## src/rtl/pic_8259_pkg.sv

```systemverilog
// Shared types and constants for the 8259 PIC interrupt-acknowledge logic.
package pic_8259_pkg;

  typedef enum logic [2:0] {
    ST_IDLE = 3'd0,
    ST_P1   = 3'd1,
    ST_G1   = 3'd2,
    ST_P2   = 3'd3,
    ST_G2   = 3'd4,
    ST_P3   = 3'd5,
    ST_DONE = 3'd6
  } inta_state_t;

  localparam logic [7:0] CALL_OPCODE = 8'hCD;
  localparam logic [7:0] SPURIOUS_IR = 8'h80;

  // Highest set bit wins, so a malformed multi-hot input still yields a valid IR.
  function automatic logic [2:0] onehot_to_index(input logic [7:0] onehot);
    logic [2:0] idx;
    idx = 3'd0;
    for (int i = 0; i < 8; i++) begin
      if (onehot[i]) idx = i[2:0];
    end
    return idx;
  endfunction

endpackage

```

## src/rtl/inta_cycle_sequencer_edge_sync.sv

```systemverilog
// Synchronizes the asynchronous INTA# pin and produces one-cycle fall/rise pulses.
module inta_edge_sync #(
  parameter int SYNC_STAGES = 2
) (
  input  logic clock,
  input  logic reset_n,
  input  logic clear,
  input  logic pin_n,
  output logic fall,
  output logic rise
);

  logic [SYNC_STAGES-1:0] sync_q;
  logic                   last_q;

  // Flops park at 1 (pin idle level) so leaving reset never fakes an edge.
  always_ff @(posedge clock) begin
    if (!reset_n || clear) begin
      sync_q <= '1;
      last_q <= 1'b1;
    end else begin
      sync_q <= {sync_q[SYNC_STAGES-2:0], pin_n};
      last_q <= sync_q[SYNC_STAGES-1];
    end
  end

  assign fall = last_q & ~sync_q[SYNC_STAGES-1];
  assign rise = ~last_q & sync_q[SYNC_STAGES-1];

endmodule

```

## src/rtl/inta_cycle_sequencer.sv

```systemverilog
// Clocked INTA cycle sequencer: counts acknowledge pulses, drives ISR/IRR strobes,
// cascade ID and the CALL/vector bytes, and issues automatic EOI at the end.
module inta_cycle_sequencer
  import pic_8259_pkg::*;
#(
  parameter int SYNC_STAGES = 2
) (
  input  logic       clock,
  input  logic       reset_n,
  input  logic       interrupt_acknowledge_n,
  input  logic       icw1_write,
  input  logic       mode_8086,
  input  logic       call_interval_4,
  input  logic       auto_eoi,
  input  logic       single_mode,
  input  logic       slave_mode,
  input  logic [7:0] cascade_config,
  input  logic [7:0] vector_base,
  input  logic [2:0] address_low,
  input  logic [2:0] cascade_in,
  input  logic [7:0] interrupt,
  output logic       freeze,
  output logic       latch_in_service,
  output logic [7:0] acknowledge_interrupt,
  output logic [7:0] clear_interrupt_request,
  output logic [7:0] end_of_interrupt,
  output logic [2:0] cascade_out,
  output logic       cascade_drive,
  output logic [7:0] data_out,
  output logic       data_out_enable
);

  logic fall, rise;

  inta_edge_sync #(.SYNC_STAGES(SYNC_STAGES)) u_edge_sync (
    .clock   (clock),
    .reset_n (reset_n),
    .clear   (icw1_write),
    .pin_n   (interrupt_acknowledge_n),
    .fall    (fall),
    .rise    (rise)
  );

  inta_state_t state;

  // Per-cycle snapshot of the mode inputs, taken on entry to P1.
  logic       mode_8086_q;
  logic       interval_4_q;
  logic       auto_eoi_q;
  logic       own_q;
  logic       isr_latched_q;
  logic [7:0] vector_base_q;
  logic [2:0] address_low_q;
  logic [2:0] index_q;

  logic [7:0] entry_ack;
  logic [2:0] entry_index;
  logic       cascade_hit;
  logic       entry_cascade_master;
  logic       entry_own;
  logic       cycle_end;
  logic [7:0] second_byte;

  always_comb begin
    entry_ack            = (interrupt != 8'h00) ? interrupt : SPURIOUS_IR;
    entry_index          = onehot_to_index(entry_ack);
    cascade_hit          = |(cascade_config & entry_ack);
    entry_cascade_master = ~slave_mode & ~single_mode & cascade_hit;
    entry_own            = single_mode
                         | (~slave_mode & ~cascade_hit)
                         | (slave_mode & (cascade_in == cascade_config[2:0]));
    cycle_end            = rise & (((state == ST_P2) & mode_8086_q) | (state == ST_P3));
    if (mode_8086_q)
      second_byte = {vector_base_q[7:3], index_q};
    else if (interval_4_q)
      second_byte = {address_low_q, index_q, 2'b00};
    else
      second_byte = {address_low_q[2:1], index_q, 3'b000};
  end

  always_ff @(posedge clock) begin
    if (!reset_n || icw1_write) begin
      state                   <= ST_IDLE;
      freeze                  <= 1'b0;
      latch_in_service        <= 1'b0;
      acknowledge_interrupt   <= 8'h00;
      clear_interrupt_request <= 8'h00;
      end_of_interrupt        <= 8'h00;
      cascade_out             <= 3'd0;
      cascade_drive           <= 1'b0;
      data_out                <= 8'h00;
      data_out_enable         <= 1'b0;
      mode_8086_q             <= 1'b0;
      interval_4_q            <= 1'b0;
      auto_eoi_q              <= 1'b0;
      own_q                   <= 1'b0;
      isr_latched_q           <= 1'b0;
      vector_base_q           <= 8'h00;
      address_low_q           <= 3'd0;
      index_q                 <= 3'd0;
    end else begin
      latch_in_service        <= 1'b0;
      clear_interrupt_request <= 8'h00;
      end_of_interrupt        <= 8'h00;

      case (state)
        // DONE shares IDLE's entry path so a fall arriving in DONE is not dropped.
        ST_IDLE, ST_DONE: begin
          if (fall) begin
            state                   <= ST_P1;
            acknowledge_interrupt   <= entry_ack;
            freeze                  <= 1'b1;
            latch_in_service        <= (interrupt != 8'h00);
            clear_interrupt_request <= entry_ack;
            cascade_out             <= entry_cascade_master ? entry_index : 3'd0;
            cascade_drive           <= entry_cascade_master;
            data_out                <= mode_8086 ? 8'h00 : CALL_OPCODE;
            data_out_enable         <= ~mode_8086 & (entry_own | ~slave_mode);
            mode_8086_q             <= mode_8086;
            interval_4_q            <= call_interval_4;
            auto_eoi_q              <= auto_eoi;
            own_q                   <= entry_own;
            isr_latched_q           <= (interrupt != 8'h00);
            vector_base_q           <= vector_base;
            address_low_q           <= address_low;
            index_q                 <= entry_index;
          end else begin
            state <= ST_IDLE;
          end
        end
        ST_P1: begin
          if (rise) begin
            state           <= ST_G1;
            data_out        <= 8'h00;
            data_out_enable <= 1'b0;
          end
        end
        ST_G1: begin
          if (fall) begin
            state           <= ST_P2;
            data_out        <= second_byte;
            data_out_enable <= own_q;
          end
        end
        ST_P2: begin
          if (rise) begin
            state           <= ST_G2;
            data_out        <= 8'h00;
            data_out_enable <= 1'b0;
          end
        end
        ST_G2: begin
          if (fall) begin
            state           <= ST_P3;
            data_out        <= vector_base_q;
            data_out_enable <= own_q;
          end
        end
        ST_P3: ;
        default: state <= ST_IDLE;
      endcase

      // Final rising edge of the cycle: release everything and issue AEOI.
      if (cycle_end) begin
        state                 <= ST_DONE;
        freeze                <= 1'b0;
        cascade_drive         <= 1'b0;
        cascade_out           <= 3'd0;
        acknowledge_interrupt <= 8'h00;
        data_out              <= 8'h00;
        data_out_enable       <= 1'b0;
        end_of_interrupt      <= (auto_eoi_q & isr_latched_q) ? acknowledge_interrupt : 8'h00;
      end
    end
  end

endmodule

```

## config.mk

```make
export PLATFORM = sky130hd
export DESIGN_NAME = inta_cycle_sequencer
export DESIGN_NICKNAME = d
export VERILOG_FILES = /design/src/rtl/pic_8259_pkg.sv /design/src/rtl/inta_cycle_sequencer_edge_sync.sv /design/src/rtl/inta_cycle_sequencer.sv
export SDC_FILE = /design/constraint.sdc
export NUM_CORES = 1
export LEC_CHECK = 0
export BUFFER_PORTS_ARGS = -buffer_cell sky130_fd_sc_hd__clkbuf_2
export CORE_ASPECT_RATIO = 0.8
export CORE_UTILIZATION = 25
export CTS_CLUSTER_DIAMETER = 60
export DETAILED_ROUTE_END_ITERATION = 10
export PLACE_DENSITY = 0.55
export SETUP_SLACK_MARGIN = 0.2
export SLEW_MARGIN = 20
export SYNTH_ARGS = -nofsm -noshare
export SYNTH_HDL_FRONTEND = slang
export SYNTH_SLANG_ARGS = --single-unit
```

## constraint.sdc

```tcl
create_clock -name clock -period 2.22 [get_ports clock]
set_clock_uncertainty 0.1 [all_clocks]
set_input_delay 0.222 -clock clock [delete_from_list [all_inputs] [get_ports clock]]
set_output_delay 0.222 -clock clock [all_outputs]
set_load 0.05 [all_outputs]
```

# After elaboration in Yosys (flattened, before gate mapping)
# Cells that the tools add are included.
[op_classes]
n_reduce_logical = 18
bitwise = 26
n_eq_ne = 19
n_mux = 28
[ops]
columns = ["operator", "count"]
rows = [
  ["$mux W8", 7],
  ["$mux W3", 12],
  ["$pmux W8 S4", 1],
  ["$pmux W3 S6", 1],
  ["$reduce_and A5 Y1", 3],
  ["$ne A2 B2 Y1 const B", 6],
  ["$ne A3 B3 Y1 const B", 4],
  ["$not A1 Y1", 11],
  ["$and A1 B1 Y1", 10],
  ["$eq A3 B3 Y1 const B", 3],
  ["$and A8 B8 Y8", 1],
  ["$reduce_bool A8 Y1", 1],
  ["$reduce_or A2 Y1", 4],
  ["$reduce_or A8 Y1", 1],
  ["$eq A3 B2 Y1 const B", 2],
  ["$mux W6", 1],
  ["$reduce_or A3 Y1", 2],
  ["$mux W1", 5],
  ["$ne A2 B1 Y1 const B", 2],
  ["$or A1 B1 Y1", 4],
  ["$reduce_and A4 Y1", 1],
  ["$reduce_bool A4 Y1", 1],
  ["$eq A3 B1 Y1 const B", 1],
  ["$eq A3 B3 Y1", 1],
  ["other kinds (6)", 6],
]
[totals]
inputBits = 39
register_bits = 64
output_inout_bits = 39
wordCells = 112

# Depth between registers and ports, before layout
[logic_depth]
word_depth = 12
mapped_depth = 7
ltp_nobuf = 4

# By module
# A second synthesis with hierarchy kept.
[unflattened]
hier_cells = 289
area_unflattened_um2 = 2516.2
[modules_own_cells]
columns = ["module", "area_per_inst_um2", "seq_area_each_um2", "cells_each", "n_inst"]
rows = [
  ["inta_cycle_sequencer", 2417.3, 1221.2, 281, 1],
  ["inta_edge_sync", 98.8, 60.1, 8, 1],
]

# Least setup slack after synthesis
# Ideal clock, no wire load.
[synth_path]
path_kind = "register -> register"
startpoint = "register state[1]"
endpoint = "register cascade_out[0]"
t_required_ns = 2.028
slack_ns = 0.707
path_buffers = 2
synth_period_minus_slack_ns = 1.513
stages_incl_launch_ff = 7
setup_time_ns = 0.092
arrival_ns = 1.321
path_cell_list = "dfxtp_1 > nand2b_1 > clkbuf_1 > and3_1 > buf_4 > or3_1 > o32ai_1"
[synth_between]
elab_chain_cells = 5
elab_cells_between_ends = 10
classes_between = "eq/ne (3); bitwise (3); reduce/logical (4)"
[synth_lines]
columns = ["element", "line_no", "rtl"]
rows = [
  ["from (decl)", "inta_cycle_sequencer.sv:44", "inta_state_t state;"],
  ["from (signal assigned)", "inta_cycle_sequencer.sv:83", "state <= ST_IDLE;"],
  ["from (signal assigned)", "inta_cycle_sequencer.sv:110", "state <= ST_P1;"],
  ["from (signal assigned)", "inta_cycle_sequencer.sv:128", "state <= ST_IDLE;"],
  ["$eq A3 B2 Y1", "inta_cycle_sequencer.sv:72", "cycle_end = rise & (((state == ST_P2) & mode_8086_q) | (state == ST_P3));"],
  ["$and A1 B1 Y1", "inta_cycle_sequencer.sv:72", ""],
  ["$or A1 B1 Y1", "inta_cycle_sequencer.sv:72", ""],
  ["$and A1 B1 Y1", "inta_cycle_sequencer.sv:72", ""],
  ["$reduce_or A2 Y1 (no line)", "--", ""],
  ["to (signal assigned)", "inta_cycle_sequencer.sv:115", "cascade_out <= entry_cascade_master ? entry_index : 3'd0;"],
  ["to (decl)", "inta_cycle_sequencer.sv:27", "output logic [2:0] cascade_out,"],
]
# Several ways; a longest one is shown, not always the timed one.
# A chain may end at the register's enable or synchronous reset.

# Final worst setup path
[layout_path]
startpoint = "register state[1]"
endpoint = "register end_of_interrupt[1]"
[layout_between]
elab_chain_cells = 6
elab_cells_between_ends = 7
classes_between = "eq/ne (2); bitwise (4); reduce/logical (1)"
[layout_lines]
columns = ["element", "line_no", "rtl"]
rows = [
  ["$eq A3 B2 Y1", "inta_cycle_sequencer.sv:72", ""],
  ["$and A1 B1 Y1", "inta_cycle_sequencer.sv:72", ""],
  ["$or A1 B1 Y1 (*)", "inta_cycle_sequencer.sv:72", ""],
  ["$and A1 B1 Y1 (*)", "inta_cycle_sequencer.sv:72", ""],
  ["$not A1 Y1 (no line) (*)", "--", ""],
  ["$reduce_or A3 Y1 (no line) (*)", "--", ""],
  ["to (signal assigned)", "inta_cycle_sequencer.sv:172", "end_of_interrupt <= (auto_eoi_q & isr_latched_q) ? acknowledge_interrupt : 8'h00;"],
  ["to (decl)", "inta_cycle_sequencer.sv:26", "output logic [7:0] end_of_interrupt,"],
]
# Mark *: on every way between the ends. The rest lies on a longest branch, timed or not.

==> summary.md <==
| Metric | Value |
|---|---|
| Status | finished clean |
| IO Pins | 78 |
| Detailed Routing Iterations Pass 1 | 4 |
| Flop-to-flop setup slack | 0.40 ns |
| I/O Buffers | 77 |
| Drt first-iter violations | 107 |
| Layout Area Growth over Synthesis | 33.5% |
| Post-synth EDFFs | 0 |
| Area post-placement | 3180 um^2 |
| Worst setup SP type | register |
| Fin nets | 430 |
| Synthesized area | 2620 um^2 |
| Routing usage on met2 | 20.0% |
| Period utilization | 82.1% |
| Min Tclk post-route | 1.82 ns |
| Register area share after synthesis | 48.9% |
| Vias post-DR | 2367 |
| Accumulated negative setup slack | 0 ns |
| Main synth FF type | dfxtp_1 |
| First-pass GRT wire length | 11000 um |
| Post-CTS Setup Bufs | 0 |
| Leakage | 0.00136 uW |
| Die area | 10900 um^2 |
| Final GP Congestion | 0.863 |
| #FFs+latches synth | 64 |
| Initial Util | 25.7% |
| Core outline area | 10200 um^2 |
| Ys Warns | 0 |
| Die width | 116 um |
| Grt peak-use layer | met2 |
| Clk root buf | clkbuf_16 |
| Worst Tran Pin Value | 0.545 ns |
| Peak supply drop | 0.344 mV |
| Via-to-Cell Ratio | 4.42 |
| # DRC | 0 |
| Die Height | 93.6 um |
| Clk_lat worst skew | 0.33 ns |
| Fin area | 3500 um^2 |
| Class of the most critical setup path | reg -> reg |
| Max Clock Freq | 0.548 GHz |
| Grt met1 use | 18.0% |
| CTS max path bufs | 2 |
| # diodes | 0 |
| Max-cap violations | 0 |
| CTS Buf Count | 9 |
| Clock transition at path regs | 0.06 ns |
| GRT Util Overall | 13.6% |
| Slew HR | 63.2% |
| TritonCTS clock tree | done |
| Pre-CTS setup slack | 0.225 ns |
| WP data required | 2.40 ns |
| FFs w/ async S/R, synth | 0% |
| Critical Path Fanout Max | 12 |
| Power Density | 767 nW/um^2 |
| Synth Net Count | 347 |
| Std cell rows | 33 |
| Min-delay worst type | in -> reg |
| Mapped Avg Cell Area | 8.51 um^2 |
| Final WL | 7110 um |
| Final hold vios | 0 |
| Initial antenna violation count | 0 |
| Distinct cells, synth | 44 |
| Met3 usage | 5.25% |
| RSZ-0062 raised after global routing | false |
| Routed Antenna Nets | 0 |
| DR WL/cell | 13.3 um |
| Share of post-route cells with drive strength above 1 | 28.3% |
| Max Slew Vio Count | 0 |
| H-tree levels | 3 |
| Worst Slack Setup Final | 0.397 ns |
| Largest net degree at the start of global routing | 25 |
| Dpl hpwl | 5380 um |
| Clock Sinks | 64 |
| Filler cell count | 1081 |
| Worst endpoint data arrival time | 2.00 ns |
| Number of global-route vias before repair | 2155 |
| Final setup vio count | 0 |
| GRT overflow | 0 |
| Cells after Synth | 308 |
| Element type at the critical path end | register |
## report_power, final
part / leakage [uW] / internal [uW] / total, uW / switching [uW]
clock: 0.000138 / 867 / 1390 / 522
sequential: 0.000516 / 1150 / 1160 / 3.75
combinational: 0.000711 / 55.0 / 136 / 81.0
## logic make-up (layout without fill, tap and decap cells)
family,after synthesis,after routing,share of synthesized area [%]
AO/OA/AOI/OAI,75,75,17.7
XOR/XNOR,3,3,1.00
flip-flops,64,64,48.9
buffers and inverters,31,119,5.06
AND/OR/NAND/NOR,132,132,26.2
multiplexers,3,3,1.15
## layer usage
layer  routed length, um  vias up
met4                  97        0
li1                    -     1235
met3                 502        9
met1                3520     1063
met2                2990       60
met5                   0        -
## cells in the mapped netlist (all sizes together) (2+ instances only)
library cell	n	share of area [%]
dfxtp	64	49
nand2	57	8.2
a21oi	34	6.5
nor2	22	3.2
inv	13	1.9
and2	11	2.6
a211oi	10	2.9
buf	9	1.9
clkbuf	9	1.3
and3	7	1.7
nand2b	7	1.7
a22oi	6	1.7
o22ai	6	1.4
a31oi	5	1.2
nor3	5	1.4
o21ai	5	0.95
mux2i	3	1.1
nand3b	3	0.86
nor2b	3	0.72
xor2	3	1.0
a32o	2	0.76
and3b	2	0.67
nand3	2	0.57
nor3b	2	1.0
nor4b	2	0.67
o311ai	2	0.67
or3	2	0.48
or4	2	0.76
## sequential cells by signal, indices dropped and copies added (netlist names), 3 cells and up
name and count:
clear_interrupt_request 8, end_of_interrupt 8, acknowledge_interrupt 8, state 3, cascade_out 3, address_low_q 3, index_q 3, data_out 8
vector_base_q 8
## area by class of cell
class | instances | area [um^2] | area share (%)
Tap cell | 140 | 175 | 5.01
Multi-Input combinational cell | 213 | 1210 | 34.5
Clock buffer | 9 | 225 | 6.44
Sequential cell | 64 | 1280 | 36.6
Inverter | 13 | 48.8 | 1.40
Clock inverter | 7 | 71.3 | 2.04
Timing Repair Buffer | 90 | 488 | 14.0
## through the flow
stage                     power (uW)  hold WS, ns  utilization, %  instances
after floorplan                 1240        0.223               -        308
after global placement          1320        0.292            31.2        518
after detailed placement        1320        0.296            31.2        518
after CTS                       2730      0.00555            34.3        536
after global routing            2790       0.0171            34.3        536
final                           2680       0.0174            34.3        536
## critical path, cell delays in order, from the launching register on
cell      delay, ns
dfxtp_1        0.51
nand3b_1       0.27
a21oi_1        0.29
and4_1         0.43
and2_1         0.17
## placed cells by master (no fill, tap or decap), types with 6 or more instances in the layout
master,n
o22ai_1,6
inv_1,13
nor2_1,22
nand2b_1,7
buf_4,11
dfxtp_1,64
clkbuf_16,9
nand2_1,57
a211oi_1,10
a22oi_1,6
a21oi_1,34
clkbuf_2,77
and2_1,11
## worst paths after layout
kind                              start               endpoint  cells after the start
hold reg to reg   u_edge_sync.sync_q[0]  u_edge_sync.sync_q[1]                      1
setup / recovery               state[1]    end_of_interrupt[1]                      4
setup reg to reg               state[1]    end_of_interrupt[1]                      4
hold / removal           vector_base[3]       vector_base_q[3]                      3
## repair_timing
action / 4_1_cts / 5_1_grt
hold buffers: 2 / 0
setup endpoints to repair: 0 / 34
endpoints found under the hold margin: 2 / 0
gates resized for setup: 0 / 1
(Power assumes the default switching activity.)
